$ cat src/rtl/program_counter_stack.sv
// program_counter_stack: instruction address register with jump, relative branch and call/return stack
module program_counter_stack #(
  parameter int ADDR_WIDTH = 16,
  parameter int STEP = 4,
  parameter int STACK_DEPTH = 4,
  parameter int RESET_ADDR = 0,
  localparam int DW = $clog2(STACK_DEPTH + 1)
) (
  input  logic                  clock,
  input  logic                  clear,
  input  logic                  up,
  input  logic                  load,
  input  logic                  branch,
  input  logic                  call,
  input  logic                  ret,
  input  logic                  err_clr,
  input  logic [ADDR_WIDTH-1:0] target,
  input  logic [ADDR_WIDTH-1:0] offset,
  output logic [ADDR_WIDTH-1:0] address,
  output logic [DW-1:0]         depth,
  output logic                  stack_full,
  output logic                  stack_empty,
  output logic                  stack_error
);
  localparam int IW = STACK_DEPTH > 1 ? $clog2(STACK_DEPTH) : 1;
  logic [ADDR_WIDTH-1:0] stack [STACK_DEPTH];
  logic [ADDR_WIDTH-1:0] addr_n, seq_addr;
  logic [IW-1:0] push_idx, pop_idx;
  logic do_call, do_ret, push, pop, err_set;
  assign stack_full = depth == DW'(STACK_DEPTH);
  assign stack_empty = depth == '0;
  assign seq_addr = address + ADDR_WIDTH'(STEP);
  assign push_idx = IW'(depth);
  assign pop_idx = IW'(depth - DW'(1));
  always_comb begin
    do_call = !load && !branch && call;
    do_ret = !load && !branch && !call && ret;
    push = do_call && !stack_full;
    pop = do_ret && !stack_empty;
    err_set = (do_call && stack_full) || (do_ret && stack_empty);
    addr_n = load ? target :
             branch ? address + offset :
             push ? target :
             pop ? stack[pop_idx] :
             (do_call || do_ret) ? address :
             up ? seq_addr : address;
  end
  always_ff @(posedge clock or posedge clear) begin
    if (clear) begin
      address <= ADDR_WIDTH'(RESET_ADDR);
      depth <= '0;
      stack_error <= 1'b0;
    end else begin
      address <= addr_n;
      depth <= push ? depth + DW'(1) : pop ? depth - DW'(1) : depth;
      stack_error <= err_set || (stack_error && !err_clr);
    end
  end
  // entries beyond depth are never read, so the array needs no reset
  always_ff @(posedge clock) begin
    if (push) stack[push_idx] <= seq_addr;
  end
endmodule

$ cat config.mk
export PLATFORM = sky130hd
export DESIGN_NAME = program_counter_stack
export DESIGN_NICKNAME = d
export VERILOG_FILES = /design/src/rtl/program_counter_stack.sv
export SDC_FILE = /design/constraint.sdc
export NUM_CORES = 1
export LEC_CHECK = 0
export CAP_MARGIN = 20
export CORE_ASPECT_RATIO = 1.2
export CORE_MARGIN = 2
export CORE_UTILIZATION = 45
export DETAILED_ROUTE_END_ITERATION = 7
export PLACE_DENSITY = 0.78
export SETUP_SLACK_MARGIN = 0.05
export SKIP_LAST_GASP = 1
export SYNTH_ARGS = -nofsm -noshare
export SYNTH_HDL_FRONTEND = slang
export SYNTH_SLANG_ARGS = --single-unit
$ cat constraint.sdc
create_clock -name clock -period 8 [get_ports clock]
set_input_delay 0.8 -clock clock [delete_from_list [all_inputs] [get_ports clock]]
set_output_delay 0.8 -clock clock [all_outputs]
set_load 0.02 [all_outputs]
==> impl_metrics.prom, run 1 <==
# TYPE chip_impl_metric gauge
chip_impl_metric{name="post_route_cells_drive_above_1_share",unit=""} 0.108
chip_impl_metric{name="time_the_worst_path_needs_with_i_o_delays_and_setup",unit="ns"} 3.66
chip_impl_info{name="rsz0062_at_grt",value="false"} 1
chip_impl_metric{name="avgSynthCellArea",unit="µm²"} 12.6
chip_impl_info{name="tritoncts",value="done"} 1
chip_impl_info{name="timing.critical_path.from_type",value="primary input"} 1
chip_impl_metric{name="leakagePower",unit="µW"} 0.00202
chip_impl_metric{name="drc_errors",unit=""} 0
chip_impl_info{name="ctsRootBufferMaster",value="sky130_fd_sc_hd__clkbuf_16"} 1
chip_impl_metric{name="finalSetupViolations",unit=""} 0
chip_impl_metric{name="synth_seq_cells",unit=""} 84
chip_impl_metric{name="synth_edf_count",unit=""} 64
chip_impl_metric{name="fmax",unit="MHz"} 273
chip_impl_info{name="mostFrequentLayoutCell",value="sky130_fd_sc_hd__edfxtp_1"} 1
chip_impl_metric{name="cts_sinks",unit=""} 84
chip_impl_metric{name="maxSlewHeadroom",unit=""} 0.361
chip_impl_metric{name="placeableCoreArea",unit="µm²"} 9960
chip_impl_metric{name="clk_pin_slew_worst_paths",unit="ns"} 0.06
chip_impl_metric{name="synth_fp_nets",unit=""} 426
chip_impl_metric{name="grt_antenna_before_repair",unit=""} 0
chip_impl_metric{name="cp.required",unit="ns"} 8.25
chip_impl_info{name="final_cell_mix",value="sky130_fd_sc_hd__edfxtp_1, sky130_fd_sc_hd__clkdlybuf4s50_1, sky130_fd_sc_hd__a21oi_1"} 1
chip_impl_metric{name="n_antenna_cell",unit=""} 0
chip_impl_metric{name="first_pass_grt_wire_length",unit="mm"} 17.5
chip_impl_metric{name="floorplan.die_area",unit="µm²"} 11000
chip_impl_metric{name="routed-via-count",unit=""} 3238
chip_impl_info{name="synth_top_cells_by_area",value="sky130_fd_sc_hd__edfxtp_1, sky130_fd_sc_hd__dfrtp_1, sky130_fd_sc_hd__mux4_2, sky130_fd_sc_hd__ha_1, sky130_fd_sc_hd__a21oi_1"} 1
chip_impl_metric{name="combPwrFrac",unit=""} 0.398
chip_impl_info{name="critical-path-slowest-cell",value="sky130_fd_sc_hd__nor2_1"} 1
chip_impl_metric{name="post_layout_net_count",unit=""} 484
chip_impl_metric{name="groute.usage.overall",unit=""} 0.217
chip_impl_metric{name="cpPeakStageDelay",unit="ns"} 0.72
chip_impl_metric{name="port_buffers",unit=""} 61
chip_impl_metric{name="routed_wire_length_per_instance",unit="µm"} 20.2
chip_impl_metric{name="netlist_area",unit="µm²"} 4570
chip_impl_metric{name="hold_viol",unit=""} 0
chip_impl_metric{name="path_buf_inv",unit=""} 2
chip_impl_metric{name="arrival",unit="ns"} 3.91
chip_impl_info{name="crit_path_end_kind",value="flop"} 1
chip_impl_metric{name="timing.clock.skew",unit="ns"} 0.00581
chip_impl_info{name="crit_top_cell",value="sky130_fd_sc_hd__nand3_1"} 1
chip_impl_metric{name="total_power",unit="µW"} 1650
chip_impl_metric{name="starting_density_of_the_core",unit=""} 0.459
chip_impl_metric{name="p_int",unit="µW"} 1080
chip_impl_metric{name="die_h",unit="µm"} 114
chip_impl_metric{name="hpwlAfterDp",unit="mm"} 8.19
chip_impl_metric{name="p_sw",unit="µW"} 566
chip_impl_metric{name="pin_count_of_the_biggest_net_entering_global_routing",unit=""} 24
chip_impl_metric{name="post_cts.resized_instances",unit=""} 0
chip_impl_metric{name="ys_async_sr_fraction",unit=""} 0.238
chip_impl_info{name="timing.setup.critical_path_class",value="in2reg"} 1
chip_impl_metric{name="yosys.cell_types.count",unit=""} 55
chip_impl_metric{name="power_share_of_the_sequential_group",unit=""} 0.361
chip_impl_metric{name="setup-tns-final",unit="ns"} 0
chip_impl_metric{name="ir_worst_vdd",unit="mV"} 0.159
chip_impl_metric{name="clock_insertion_delay_worst_skew",unit="ns"} 0.34
chip_impl_metric{name="final_wl",unit="mm"} 11.2
chip_impl_metric{name="globalRouteOverflowTotal",unit=""} 0
chip_impl_metric{name="worst-slew-pin-transition",unit="ns"} 0.954
chip_impl_metric{name="synth_top_cell_area_share",unit=""} 0.421
chip_impl_metric{name="die-width",unit="µm"} 96.0
chip_impl_metric{name="first_pass_iters",unit=""} 5
chip_impl_metric{name="layout_overhead_on_the_synthesized_area",unit="%"} 21.5
chip_impl_info{name="outcome",value="complete, no violations"} 1
chip_impl_metric{name="post_cts_hold_buffer_count",unit=""} 0
chip_impl_metric{name="cap_viol_max_count",unit=""} 0
chip_impl_metric{name="critPathMaxFanout",unit=""} 22
chip_impl_metric{name="ys_warn_count",unit=""} 0
chip_impl_metric{name="top_level_ports",unit=""} 62
chip_impl_metric{name="htreeDepth",unit=""} 3
chip_impl_info{name="yosys_most_used_dff",value="sky130_fd_sc_hd__edfxtp_1"} 1
chip_impl_metric{name="power_density",unit="nW/µm²"} 297
chip_impl_info{name="netlist.top_cell.by_area",value="sky130_fd_sc_hd__edfxtp_1"} 1
chip_impl_metric{name="cts_setup_buffers",unit=""} 0
chip_impl_metric{name="nFillCells",unit=""} 839
chip_impl_metric{name="sw_frac",unit=""} 0.343
chip_impl_info{name="path_delay_family",value="simple AND/OR/NAND/NOR gates"} 1
chip_impl_metric{name="netlist_instances",unit=""} 364
chip_impl_metric{name="cts_buffer_depth",unit=""} 2
chip_impl_metric{name="drtIter0Drc",unit=""} 252
chip_impl_metric{name="sequential_to_total_area_share_from_yosys_stat",unit=""} 0.530
chip_impl_metric{name="placement_rows",unit=""} 40
chip_impl_info{name="timing.critical_path.cells",value="clkdlybuf4s50_1 > buf_4 > nor2_2 > and3_1 > nor2_1 > nand3_1 > nand3_1 > a21oi_1 > nor4_2"} 1
chip_impl_metric{name="route.antenna.remaining_nets",unit=""} 0
chip_impl_metric{name="timing.final.max_slew_violations",unit=""} 0
chip_impl_metric{name="place_congestion",unit=""} 0.860
chip_impl_info{name="worst_hold_path_type",value="reg2reg"} 1
chip_impl_metric{name="final_min_period_over_clock_period",unit=""} 0.458
chip_impl_metric{name="cts_made_buffers",unit=""} 9
chip_impl_metric{name="vias_in_the_first_global_route",unit=""} 3312
chip_impl_metric{name="clockPowerShare",unit=""} 0.241
chip_impl_metric{name="vias_per_cell",unit=""} 5.86
final cells by class:
cell class / count / area [µm²] / share of cell area
clock inverters: 6 / 55.1 / 0.00991
clock buffers: 10 / 229 / 0.0412
flip-flops and latches: 84 / 2420 / 0.436
well taps: 126 / 158 / 0.0284
multi-input cells: 251 / 2010 / 0.362
repair buffers: 64 / 633 / 0.114
inverters: 12 / 45.0 / 0.00811
cells by family after synthesis:
logic type,Yosys count,synth area share
compound gates,99,0.144
mux,20,0.0882
simple gates,83,0.0939
buf+inv,29,0.0301
xor+xnor,27,0.0518
flops,84,0.530
fa+ha+maj,22,0.0619
flip-flops by register name, indices dropped and copies added (netlist names):
name / cells
depth: 3
stack: 64
address: 16
stack_error: 1
worst reg2reg max path: cells and delay by family (launching register included):
family,cells,cell delay [ns]
flops,1,0.37
fa+ha+maj,1,0.21
compound gates,1,0.08
buf+inv,2,0.44
simple gates,6,2.36
worst paths after layout:
| path | startpoint | cells after the start | slack, ns | to |
|---|---|---|---|---|
| setup / recovery | branch | 9 | 4.34 | address[14] |
| hold / removal | stack_error | 2 | 0.56 | stack_error |
| setup reg to reg | depth[0] | 10 | 4.46 | address[14] |
| hold reg to reg | stack_error | 2 | 0.56 | stack_error |
| max in group asynchronous | clear | 2 | 6.56 | address[5] |
| min in group asynchronous | clear | 2 | 0.92 | address[2] |
cells in the mapped netlist (all sizes together), types with 3 or more instances:
cell     number
a221o         6
nand2        23
a21oi        31
nor3          4
edfxtp       64
dfrtp        20
o22ai         5
nand3        12
o21ai        14
ha           21
a21o          6
xor2         11
or2           3
a22oi        10
a31oi         4
nor2         18
and3          8
clkbuf        7
xnor2        16
a211oi        5
mux4         16
a2111oi       3
buf          10
nor2b         4
inv          12
power groups by stage:
stage,clock [µW],sequential [µW],combinational (µW)
2_1_floorplan,0,619,423
3_5_place_dp,0,604,655
5_1_grt,426,602,714
6_report,397,596,656
4_1_cts,406,597,659
3_3_place_gp,0,601,642
layer usage:
layer  wire length, µm  up-vias  share of wire  track usage
li1                  -     1524              -            -
met1              4620     1592           0.41        0.286
met2              5680      106           0.51        0.356
met3               510       16          0.046       0.0303
met4               336        0          0.030       0.0971
met5                 0        -              0            0
metrics by stage:
stage	cells	hold slack [ns]	worst slack (ns)	area, µm²	utilization
floorplan	364	0.516	5.16	4570	-
global placement	537	0.542	4.11	5270	0.529
detailed placement	537	0.547	4.02	5270	0.529
CTS	553	0.560	4.37	5550	0.558
global route	553	0.603	4.05	5550	0.558
finish	553	0.560	4.34	5550	0.558
No activity file was read; power rests on OpenSTA's default activity.
==> run 2: changes to the inputs <==
--- a/config.mk
+++ b/config.mk
@@ -10,7 +10,7 @@
 export CORE_MARGIN = 2
 export CORE_UTILIZATION = 45
 export DETAILED_ROUTE_END_ITERATION = 7
-export PLACE_DENSITY = 0.78
+export PLACE_DENSITY = 0.81
 export SETUP_SLACK_MARGIN = 0.05
 export SKIP_LAST_GASP = 1
 export SYNTH_ARGS = -nofsm -noshare
==> constraint.sdc (replaced) <==
create_clock -name clock -period 3.3 [get_ports clock]
set_input_delay 0.33 -clock clock [delete_from_list [all_inputs] [get_ports clock]]
set_output_delay 0.33 -clock clock [all_outputs]
set_load 0.02 [all_outputs]
==> run 2 against run 1 <==
Compared with the run above:
- register-to-register slack worse by 3.8 ns
- clock-buffer cell count is 1 lower
- clock skew is 0.00073 ns higher
- global-route usage is 0.80 points lower
- clock power grew to 2.7 times the previous value
- die area stayed put
- flip-flop and latch count stayed put
- critical path type is now reg2reg
- highest routed layer unchanged
==> impl_metrics.prom, run 2 (same netlist as run 1, synthesis figures left out) <==
# TYPE chip_impl_metric gauge
chip_impl_info{name="outcome",value="complete, no violations"} 1
chip_impl_metric{name="clk_pin_slew_worst_paths",unit="ns"} 0.06
chip_impl_metric{name="placement_rows",unit=""} 40
chip_impl_metric{name="hpwlAfterDp",unit="mm"} 7.86
chip_impl_metric{name="routed-via-count",unit=""} 3309
chip_impl_info{name="timing.setup.critical_path_class",value="reg2reg"} 1
chip_impl_metric{name="hold_viol",unit=""} 0
chip_impl_metric{name="combPwrFrac",unit=""} 0.383
chip_impl_info{name="timing.critical_path.from_type",value="flop"} 1
chip_impl_metric{name="post_route_cells_drive_above_1_share",unit=""} 0.123
chip_impl_metric{name="drtIter0Drc",unit=""} 259
chip_impl_metric{name="clockPowerShare",unit=""} 0.264
chip_impl_metric{name="arrival",unit="ns"} 2.84
chip_impl_metric{name="n_antenna_cell",unit=""} 0
chip_impl_metric{name="final_wl",unit="mm"} 11.0
chip_impl_metric{name="groute.usage.overall",unit=""} 0.209
chip_impl_metric{name="met2_routing_resource_usage_after_global_routing",unit=""} 0.367
chip_impl_info{name="worst_hold_path_type",value="in2async"} 1
chip_impl_info{name="gr-max-usage-layer",value="met2"} 1
chip_impl_metric{name="top_level_ports",unit=""} 62
chip_impl_metric{name="grtUsageMet3",unit=""} 0.0342
chip_impl_metric{name="floorplan.die_area",unit="µm²"} 11000
chip_impl_info{name="tritoncts",value="done"} 1
chip_impl_metric{name="post-route-util",unit=""} 0.565
chip_impl_metric{name="time_the_worst_path_needs_with_i_o_delays_and_setup",unit="ns"} 2.59
chip_impl_metric{name="number_of_flip_flops_in_the_largest_register",unit=""} 64
chip_impl_metric{name="worst_r2r_path_depth",unit=""} 9
chip_impl_metric{name="placeableCoreArea",unit="µm²"} 9960
chip_impl_info{name="rsz0062_at_grt",value="false"} 1
chip_impl_metric{name="maxSlewHeadroom",unit=""} 0.405
chip_impl_metric{name="finalSetupViolations",unit=""} 0
chip_impl_metric{name="first_pass_grt_wire_length",unit="mm"} 16.9
chip_impl_metric{name="cts_made_buffers",unit=""} 9
chip_impl_metric{name="routed_wire_length_per_instance",unit="µm"} 19.7
chip_impl_metric{name="sw_frac",unit=""} 0.333
chip_impl_metric{name="vias_in_the_first_global_route",unit=""} 3337
chip_impl_metric{name="nFillCells",unit=""} 767
chip_impl_metric{name="fmax",unit="MHz"} 386
chip_impl_info{name="mostFrequentLayoutCell",value="sky130_fd_sc_hd__edfxtp_1"} 1
chip_impl_metric{name="vias_per_cell",unit=""} 5.93
chip_impl_info{name="regToRegStartpoint",value="address[0]"} 1
chip_impl_info{name="layout_top_registers",value="stack: 64 flops, address: 16 flops, depth: 3 flops"} 1
chip_impl_metric{name="grt_antenna_before_repair",unit=""} 0
chip_impl_metric{name="cts_sinks",unit=""} 84
chip_impl_metric{name="first_pass_iters",unit=""} 4
chip_impl_metric{name="cap_viol_max_count",unit=""} 0
chip_impl_metric{name="timing.final.max_slew_violations",unit=""} 0
chip_impl_metric{name="htreeDepth",unit=""} 3
chip_impl_metric{name="ir_worst_vdd",unit="mV"} 0.343
chip_impl_metric{name="pin_count_of_the_biggest_net_entering_global_routing",unit=""} 22
chip_impl_metric{name="die-width",unit="µm"} 96.0
chip_impl_info{name="critical_path.startpoint",value="address[0]"} 1
chip_impl_metric{name="p_int",unit="µW"} 2720
chip_impl_metric{name="cp.required",unit="ns"} 3.55
chip_impl_metric{name="cts_buffer_depth",unit=""} 2
chip_impl_metric{name="power_density",unit="nW/µm²"} 725
chip_impl_metric{name="worst-slew-pin-transition",unit="ns"} 0.892
chip_impl_metric{name="critPathMaxFanout",unit=""} 7
chip_impl_metric{name="globalRouteOverflowTotal",unit=""} 0
chip_impl_info{name="registers.top_by_ff_count",value="stack"} 1
chip_impl_info{name="ctsRootBufferMaster",value="sky130_fd_sc_hd__clkbuf_16"} 1
chip_impl_metric{name="layout_overhead_on_the_synthesized_area",unit="%"} 23.2
chip_impl_metric{name="place_congestion",unit=""} 0.852
chip_impl_metric{name="starting_density_of_the_core",unit=""} 0.459
chip_impl_metric{name="clock_insertion_delay_worst_skew",unit="ns"} 0.34
chip_impl_metric{name="power_share_of_the_sequential_group",unit=""} 0.353
chip_impl_info{name="final_cell_mix",value="sky130_fd_sc_hd__edfxtp_1, sky130_fd_sc_hd__clkdlybuf4s50_1, sky130_fd_sc_hd__a21oi_1"} 1
chip_impl_metric{name="cts_setup_buffers",unit=""} 0
chip_impl_metric{name="leakagePower",unit="µW"} 0.00207
chip_impl_metric{name="post_cts.resized_instances",unit=""} 0
chip_impl_metric{name="port_buffers",unit=""} 61
chip_impl_metric{name="timing.clock.skew",unit="ns"} 0.00655
chip_impl_metric{name="p_sw",unit="µW"} 1360
chip_impl_metric{name="combined_area_of_the_multi_input_logic_cells",unit="µm²"} 2010
chip_impl_metric{name="post_cts_hold_buffer_count",unit=""} 0
chip_impl_metric{name="final_min_period_over_clock_period",unit=""} 0.786
chip_impl_metric{name="post_layout_net_count",unit=""} 489
chip_impl_metric{name="die_h",unit="µm"} 114
chip_impl_metric{name="drc_errors",unit=""} 0
chip_impl_metric{name="grt.met1_usage",unit=""} 0.243
chip_impl_metric{name="setup-tns-final",unit="ns"} 0
chip_impl_metric{name="route.antenna.remaining_nets",unit=""} 0
chip_impl_metric{name="area_used_by_sequential_logic_in_the_layout",unit="µm²"} 2420
chip_impl_info{name="crit_path_end_kind",value="flop"} 1
-- run 2: metal layers --
| metal | wire length [µm] | vias up |
|---|---|---|
| li1 | - | 1528 |
| met1 | 4280 | 1641 |
| met2 | 5870 | 119 |
| met3 | 565 | 21 |
| met4 | 265 | 0 |
| met5 | 0 | - |
-- run 2: worst max-delay path, cell delays in order, from the launching register on --
cell and delay [ns]:
sky130_fd_sc_hd__dfrtp_1 0.45, sky130_fd_sc_hd__ha_1 0.27, sky130_fd_sc_hd__fa_1 0.45, sky130_fd_sc_hd__a211oi_1 0.26, sky130_fd_sc_hd__o21bai_1 0.11, sky130_fd_sc_hd__a21oi_2 0.23, sky130_fd_sc_hd__o31ai_2 0.14, sky130_fd_sc_hd__a31oi_1 0.22
sky130_fd_sc_hd__mux2i_1 0.11, sky130_fd_sc_hd__nor4_2 0.26
-- run 2: cell type report --
class | count | area share
flip-flops and latches | 84 | 0.430
well taps | 126 | 0.0280
clock buffers | 9 | 0.0400
clock inverters | 7 | 0.0176
repair buffers | 69 | 0.119
inverters | 12 | 0.00800
multi-input cells | 251 | 0.357
-- run 2: stage by stage --
| stage | setup slack [ns] | total power [µW] | std cells | cell area (µm²) | hold WS, ns |
|---|---|---|---|---|---|
| finish | 0.707 | 4080 | 558 | 5630 | 0.467 |
| detailed placement | 0.340 | 3020 | 542 | 5310 | 0.539 |
| floorplan | 0.461 | 2520 | 364 | 4570 | 0.294 |
| global route | 0.523 | 4290 | 558 | 5630 | 0.561 |
| global placement | 0.371 | 2970 | 542 | 5310 | 0.527 |
| CTS | 0.681 | 4100 | 558 | 5630 | 0.492 |
-- run 2: final timing paths --
check,to,slack (ns)
max,address[14],0.71
max reg2reg,address[14],0.71
min reg2reg,stack_error,0.55
min,stack_error,0.47
max in group asynchronous,address[7],2.30
min in group clock,stack_error,0.55
-- run 2: power groups by stage --
stage	sequential [µW]	clock, µW	combinational [µW]
2_1_floorplan	1500	0	1020
3_3_place_gp	1450	0	1520
3_5_place_dp	1460	0	1560
4_1_cts	1440	1090	1570
5_1_grt	1460	1140	1690
6_report	1440	1080	1560
